**src/rtl/tile_palette_pipe.sv**
```systemverilog
// +--------------------------------------------------------------------------+
// | tile_palette_pipe : programmable palette + 2-stage pixel colouriser with |
// |                     frame-synchronous blinking of selected colour codes  |
// | Revision 1.0                                                             |
// +--------------------------------------------------------------------------+
`default_nettype none

module tile_palette_pipe #(
  parameter int          COLOR_W      = 12,
  parameter int          CODE_W       = 4,
  parameter int          BLINK_FRAMES = 30,
  parameter logic [15:0] BLINK_MASK   = 16'h0200,
  parameter int          BLINK_ALT    = 10
) (
  input  logic               clk,
  input  logic               rst_n,
  input  logic               pix_valid_in,
  input  logic [CODE_W-1:0]  code_in,
  input  logic               fg_in,
  input  logic               blank_in,
  input  logic               frame_tick,
  input  logic               wr_en,
  input  logic [CODE_W-1:0]  wr_addr,
  input  logic [COLOR_W-1:0] wr_data,
  output logic [COLOR_W-1:0] rgb_out,
  output logic               pix_valid_out,
  output logic               blink_phase
);

  localparam int CH          = COLOR_W / 3;
  localparam int NUM_ENTRIES = 2 ** CODE_W;
  localparam int CNT_W       = (BLINK_FRAMES > 1) ? $clog2(BLINK_FRAMES) : 1;
  localparam int MW          = (CODE_W < 4) ? 4 : CODE_W;
  localparam int MASK_N      = 2 ** MW;

  localparam logic [MASK_N-1:0] C_MASK_EXT = MASK_N'(BLINK_MASK);
  localparam logic [CNT_W-1:0]  C_CNT_LAST = CNT_W'(BLINK_FRAMES - 1);
  localparam logic [CODE_W-1:0] C_ALT_IDX  = CODE_W'(BLINK_ALT);

  function automatic logic [11:0] default_rgb12(input int idx);
    case (idx)
      0:       return 12'hddd;
      1:       return 12'h11b;
      2:       return 12'h0a6;
      3:       return 12'he11;
      4:       return 12'h623;
      5:       return 12'h023;
      6:       return 12'h999;
      7:       return 12'ha51;
      8:       return 12'h000;
      9:       return 12'hf00;
      10:      return 12'h111;
      11:      return 12'hfff;
      12:      return 12'h555;
      default: return 12'h000;
    endcase
  endfunction

  // Widen each 4-bit channel nibble to CH bits by repeating its bit pattern from the MSB down.
  function automatic logic [COLOR_W-1:0] expand(input logic [11:0] c12);
    logic [COLOR_W-1:0] r;
    r = '0;
    for (int ch = 0; ch < 3; ch++) begin
      for (int k = 0; k < CH; k++) begin
        r[ch*CH + CH - 1 - k] = c12[ch*4 + 3 - (k % 4)];
      end
    end
    return r;
  endfunction

  logic [COLOR_W-1:0] r_pal [NUM_ENTRIES];
  logic [COLOR_W-1:0] r_col1;
  logic [COLOR_W-1:0] r_alt1;
  logic               r_blk1;
  logic               r_blank1;
  logic               r_valid1;
  logic [CNT_W-1:0]   r_cnt;

  logic [CODE_W-1:0]  w_idx;
  logic [MW-1:0]      w_code_ext;
  logic               w_blk;

  assign w_idx      = fg_in ? code_in : '0;
  assign w_code_ext = MW'(code_in);
  assign w_blk      = fg_in & C_MASK_EXT[w_code_ext];

  always_ff @(posedge clk or negedge rst_n) begin
    if (!rst_n) begin
      for (int i = 0; i < NUM_ENTRIES; i++) begin
        r_pal[i] <= expand(default_rgb12(i));
      end
    end else if (wr_en) begin
      r_pal[wr_addr] <= wr_data;
    end
  end

  // Lookup reads the pre-write palette, so a same-cycle write shows up one pixel later.
  always_ff @(posedge clk or negedge rst_n) begin
    if (!rst_n) begin
      r_col1        <= '0;
      r_alt1        <= '0;
      r_blk1        <= 1'b0;
      r_blank1      <= 1'b0;
      r_valid1      <= 1'b0;
      rgb_out       <= '0;
      pix_valid_out <= 1'b0;
    end else begin
      r_col1        <= r_pal[w_idx];
      r_alt1        <= r_pal[C_ALT_IDX];
      r_blk1        <= w_blk;
      r_blank1      <= blank_in;
      r_valid1      <= pix_valid_in;
      rgb_out       <= r_blank1 ? '0 : ((r_blk1 && blink_phase) ? r_alt1 : r_col1);
      pix_valid_out <= r_valid1;
    end
  end

  always_ff @(posedge clk or negedge rst_n) begin
    if (!rst_n) begin
      r_cnt       <= '0;
      blink_phase <= 1'b0;
    end else if (frame_tick) begin
      if (r_cnt == C_CNT_LAST) begin
        r_cnt       <= '0;
        blink_phase <= ~blink_phase;
      end else begin
        r_cnt <= r_cnt + 1'b1;
      end
    end
  end

endmodule

`default_nettype wire

```
**config.mk**
```make
export PLATFORM = sky130hd
export DESIGN_NAME = tile_palette_pipe
export DESIGN_NICKNAME = d
export VERILOG_FILES = /design/src/rtl/tile_palette_pipe.sv
export SDC_FILE = /design/constraint.sdc
export NUM_CORES = 1
export LEC_CHECK = 0
export ABC_CLOCK_PERIOD_IN_PS = 1480
export BUFFER_PORTS_ARGS = -buffer_cell sky130_fd_sc_hd__clkbuf_2
export CORE_UTILIZATION = 47
export CTS_CLUSTER_SIZE = 8
export DETAILED_ROUTE_END_ITERATION = 10
export PLACE_DENSITY = 0.66
export SETUP_SLACK_MARGIN = 0.4
export SLEW_MARGIN = 5
export SYNTH_ARGS = -nofsm -noshare
export SYNTH_HDL_FRONTEND = slang
export SYNTH_SLANG_ARGS = --single-unit
```
**constraint.sdc**
```tcl
create_clock -name clk -period 1.48 [get_ports clk]
set_input_delay 0.296 -clock clk [delete_from_list [all_inputs] [get_ports clk]]
set_output_delay 0.296 -clock clk [all_outputs]
set_load 0.1 [all_outputs]
```
==> qor.csv <==
stage;metric;value;unit
placement;hpwl;16600;um
timing;tightest_slew;0.651;ns
clocking;tritoncts;yes;
job;max-cap-violations;0;
timing;slew_headroom;56.6;%
global_routing;grt_pass1_vias;7497;
clocking;clk_latency;0.50;ns
routing;drc;12;
yosys;syn_inst;795;
timing;period_needed;1.48;ns
cells_and_area;fillCellCount;1626;
yosys;ys.flop_type;dfrtp_1;
routing;ant_nets;0;
floorplan;fp-row-count;54;
floorplan;pin_count;41;
yosys;synth.top_cell.area_share;40.4;%
yosys;syn_area_per_cell;13.3;um2
timing;skew;0.0176;ns
placement;pre_cts_slack;-0.265;ns
power_and_ir_drop;combPwrFrac;19.3;%
placement;postPlaceCellArea;11800;um2
clocking;cts.path.max_buffers;3;
routing;avgViaCountPerCell;5.93;
clocking;htreeDepth;2;
routing;vias;7058;
worst_setup_path;critical_path_class;flop to flop;
power_and_ir_drop;ir_worst_vdd;0.707;mV
timing;grt_setup_unrepaired;true;
routing;initialDrtViolationCount;410;
clocking;cts_sinks;238;
worst_setup_path;end_kind;flop;
timing;whs;0.238;ns
power_and_ir_drop;p_leak;5.90;nW
timing;fmaxAchievable;674;MHz
power_and_ir_drop;power.switching;0.00551;W
floorplan;die_y;152;um
hold_path;hp-class;input pin to flop;
global_routing;antenna_found_initial;0;
timing;hold_violations;0;
power_and_ir_drop;p_per_area;1510;nW/um2
floorplan;die-area;23100;um2
power_and_ir_drop;seqPwrFrac;45.1;%
yosys;synth_top_area_cell;dfrtp_1;
yosys;syn-num-nets;824;
clocking;cts_root_buf;clkbuf_16;
worst_setup_path;r2r_slack;-0.004;ns
cells_and_area;mostFrequentLayoutCells;dfrtp_1, mux2_2, mux2_4;
floorplan;dieWidth;152;um
worst_setup_path;startpoint_type;flop;
yosys;ys_top_cells_by_area;dfrtp_1, mux2_2, dfstp_2;
placement;gp_congestion;0.839;
global_routing;overflow;0;
worst_setup_path;ff2ff_path_depth;4;
cells_and_area;syn2layout_area_growth;29.1;%
timing;setup_slack;-0.00415;ns
hold_path;holdPathStages;4;
yosys;synth_seq_cells;238;
timing;fin_tns_setup;-0.00454;ns
routing;wl_per_cell;22.8;um
worst_setup_path;required;1.88;ns
power_and_ir_drop;finalPower;0.0206;W
power_and_ir_drop;switching_share;26.8;%
cells_and_area;diodes;0;
global_routing;grt_pass1_wl;42200;um
routing;firstDrtPassIters;7;
clocking;clkTransAtPathRegs;0.05;ns
cells_and_area;drive_gt1_share;54.0;%
yosys;ys_warn_count;0;
yosys;async_flop_share;100;%
cells_and_area;nets;912;
clocking;cts_buffers;35;
outcome;status;finished, violations left;
global_routing;grt_max_degree;56;
timing;finalMaxSlewViolations;0;
timing;finalSetupViolCount;2;
routing;routed_wirelength;27100;um
yosys;synth_cell_types;35;
hold_path;min_from;code_in[2];
timing;timing.final.crit_share;100;%
worst_setup_path;arrival;1.88;ns
yosys;synthesis.area;10600;um2
outcome;violations;design-rule violations, negative setup slack;
yosys;synth_edf_count;0;
power_and_ir_drop;p_clk_share;35.7;%
cells_and_area;final_common_cell;dfrtp_1;
placement;port_buffers;40;
power_and_ir_drop;p_int;0.0151;W
floorplan;initial_core_util;48.2;%
worst_setup_path;worstReg2RegEnd;r_col1[9];
worst_setup_path;path_max_fanout;2;
global_routing;grt_usage;23.2;%
floorplan;fp.coreArea;22000;um2
hold_path;hold-path-endpoint;r_col1[10];
worst_setup_path;r2r_start;r_pal[153];
yosys;seq_area_frac_synth;57.1;%
cells_and_area;stdcell_area;13700;um2
## synth_stat cells (3+ instances only)
| cell | number |
|---|---|
| a21o_1 | 11 |
| a21oi_1 | 25 |
| a221o_1 | 11 |
| a311oi_1 | 12 |
| and3_1 | 3 |
| and3b_1 | 3 |
| buf_2 | 28 |
| buf_4 | 6 |
| clkbuf_1 | 28 |
| dfrtp_1 | 171 |
| dfstp_2 | 67 |
| inv_1 | 3 |
| mux2_2 | 192 |
| mux2i_1 | 61 |
| nand2_1 | 35 |
| nand2b_1 | 5 |
| nand3_1 | 27 |
| nand3b_1 | 4 |
| nor2_1 | 23 |
| o211ai_1 | 24 |
| o21ai_0 | 5 |
| o22a_1 | 12 |
| o22ai_1 | 24 |
| or3_1 | 3 |
## sequential cells by signal, indices dropped and copies added, names as in the netlist
register,flops
r_valid1,1
rgb_out,12
r_blk1,1
pix_valid_out,1
blink_phase,1
r_pal,192
r_cnt,5
r_blank1,1
r_col1,12
r_alt1,12
## power groups by stage
stage | clock network (W) | registers, W | logic [W]
2_1_floorplan | 0 | 0.00926 | 0.00219
3_3_place_gp | 0 | 0.00912 | 0.00317
3_5_place_dp | 0 | 0.00923 | 0.00331
4_1_cts | 0.00748 | 0.00920 | 0.00363
5_1_grt | 0.00779 | 0.00944 | 0.00424
6_report | 0.00735 | 0.00927 | 0.00396
## how the worst max path moves through the flow
stage	from	endpoint	slack (ns)	depth (start not counted)
after global routing	r_pal[158]	r_col1[2]	-0.08	4
after CTS	r_pal[155]	r_col1[11]	-0.01	4
final	r_pal[153]	r_col1[9]	-0.004	4
after global placement	code_in[0]	r_col1[2]	-0.19	6
after floorplan	code_in[0]	r_col1[5]	0.06	6
after detailed placement	code_in[0]	r_col1[2]	-0.26	6
## metrics by stage
stage          instances  utilization, %
5_1_grt             1190            62.2
2_1_floorplan        795               -
3_5_place_dp        1104            53.6
3_3_place_gp        1104            53.6
4_1_cts             1178            60.3
6_report            1190            62.2
## cell type report
cell class              count  area, um2  area share [%]
clock inverters             2       25.0           0.183
clock buffers              62        998            7.31
inverters                   3       11.3          0.0824
repair buffers            113       1340            9.82
multi-input cells         492       4880            35.7
well taps                 280        350            2.56
flip-flops and latches    238       6060            44.3
## layer usage
layer  up-vias  GRT usage (%)  share of wire, %
met5         -              0                 0
met4         0           8.45               1.9
met3        38           4.11               4.2
met2       172           37.6                50
met1      3740           31.4                44
li1       3108              -                 -
## repair_timing
item                                    in CTS  in global routing
gates cloned                                 2                  3
pin swaps                                   24                 26
hold buffers                                 3                  0
endpoints found under the setup margin      50                108
setup buffers                                5                  9
resized for setup                           79                 87
hold endpoints to repair                    37                  0
## critical path: stages, from the launching register on
cell and delay (ns):
dfstp_2 0.53, mux2i_1 0.07, a21o_1 0.15, a221o_1 0.35
a311oi_1 0.29
## cell families (layout without fill, tap and decap cells)
logic type | after synthesis | count (layout) | synth area share (%)
AO/OA/AOI/OAI | 126 | 126 | 8.51
XOR/XNOR | 1 | 1 | 0.0828
adder cells (fa/ha/maj) | 2 | 2 | 0.236
buffers and inverters | 68 | 180 | 3.13
flip-flops | 238 | 238 | 57.1
multiplexers | 253 | 253 | 26.2
AND/OR/NAND/NOR | 107 | 110 | 4.79
(Power assumes the default switching activity.)
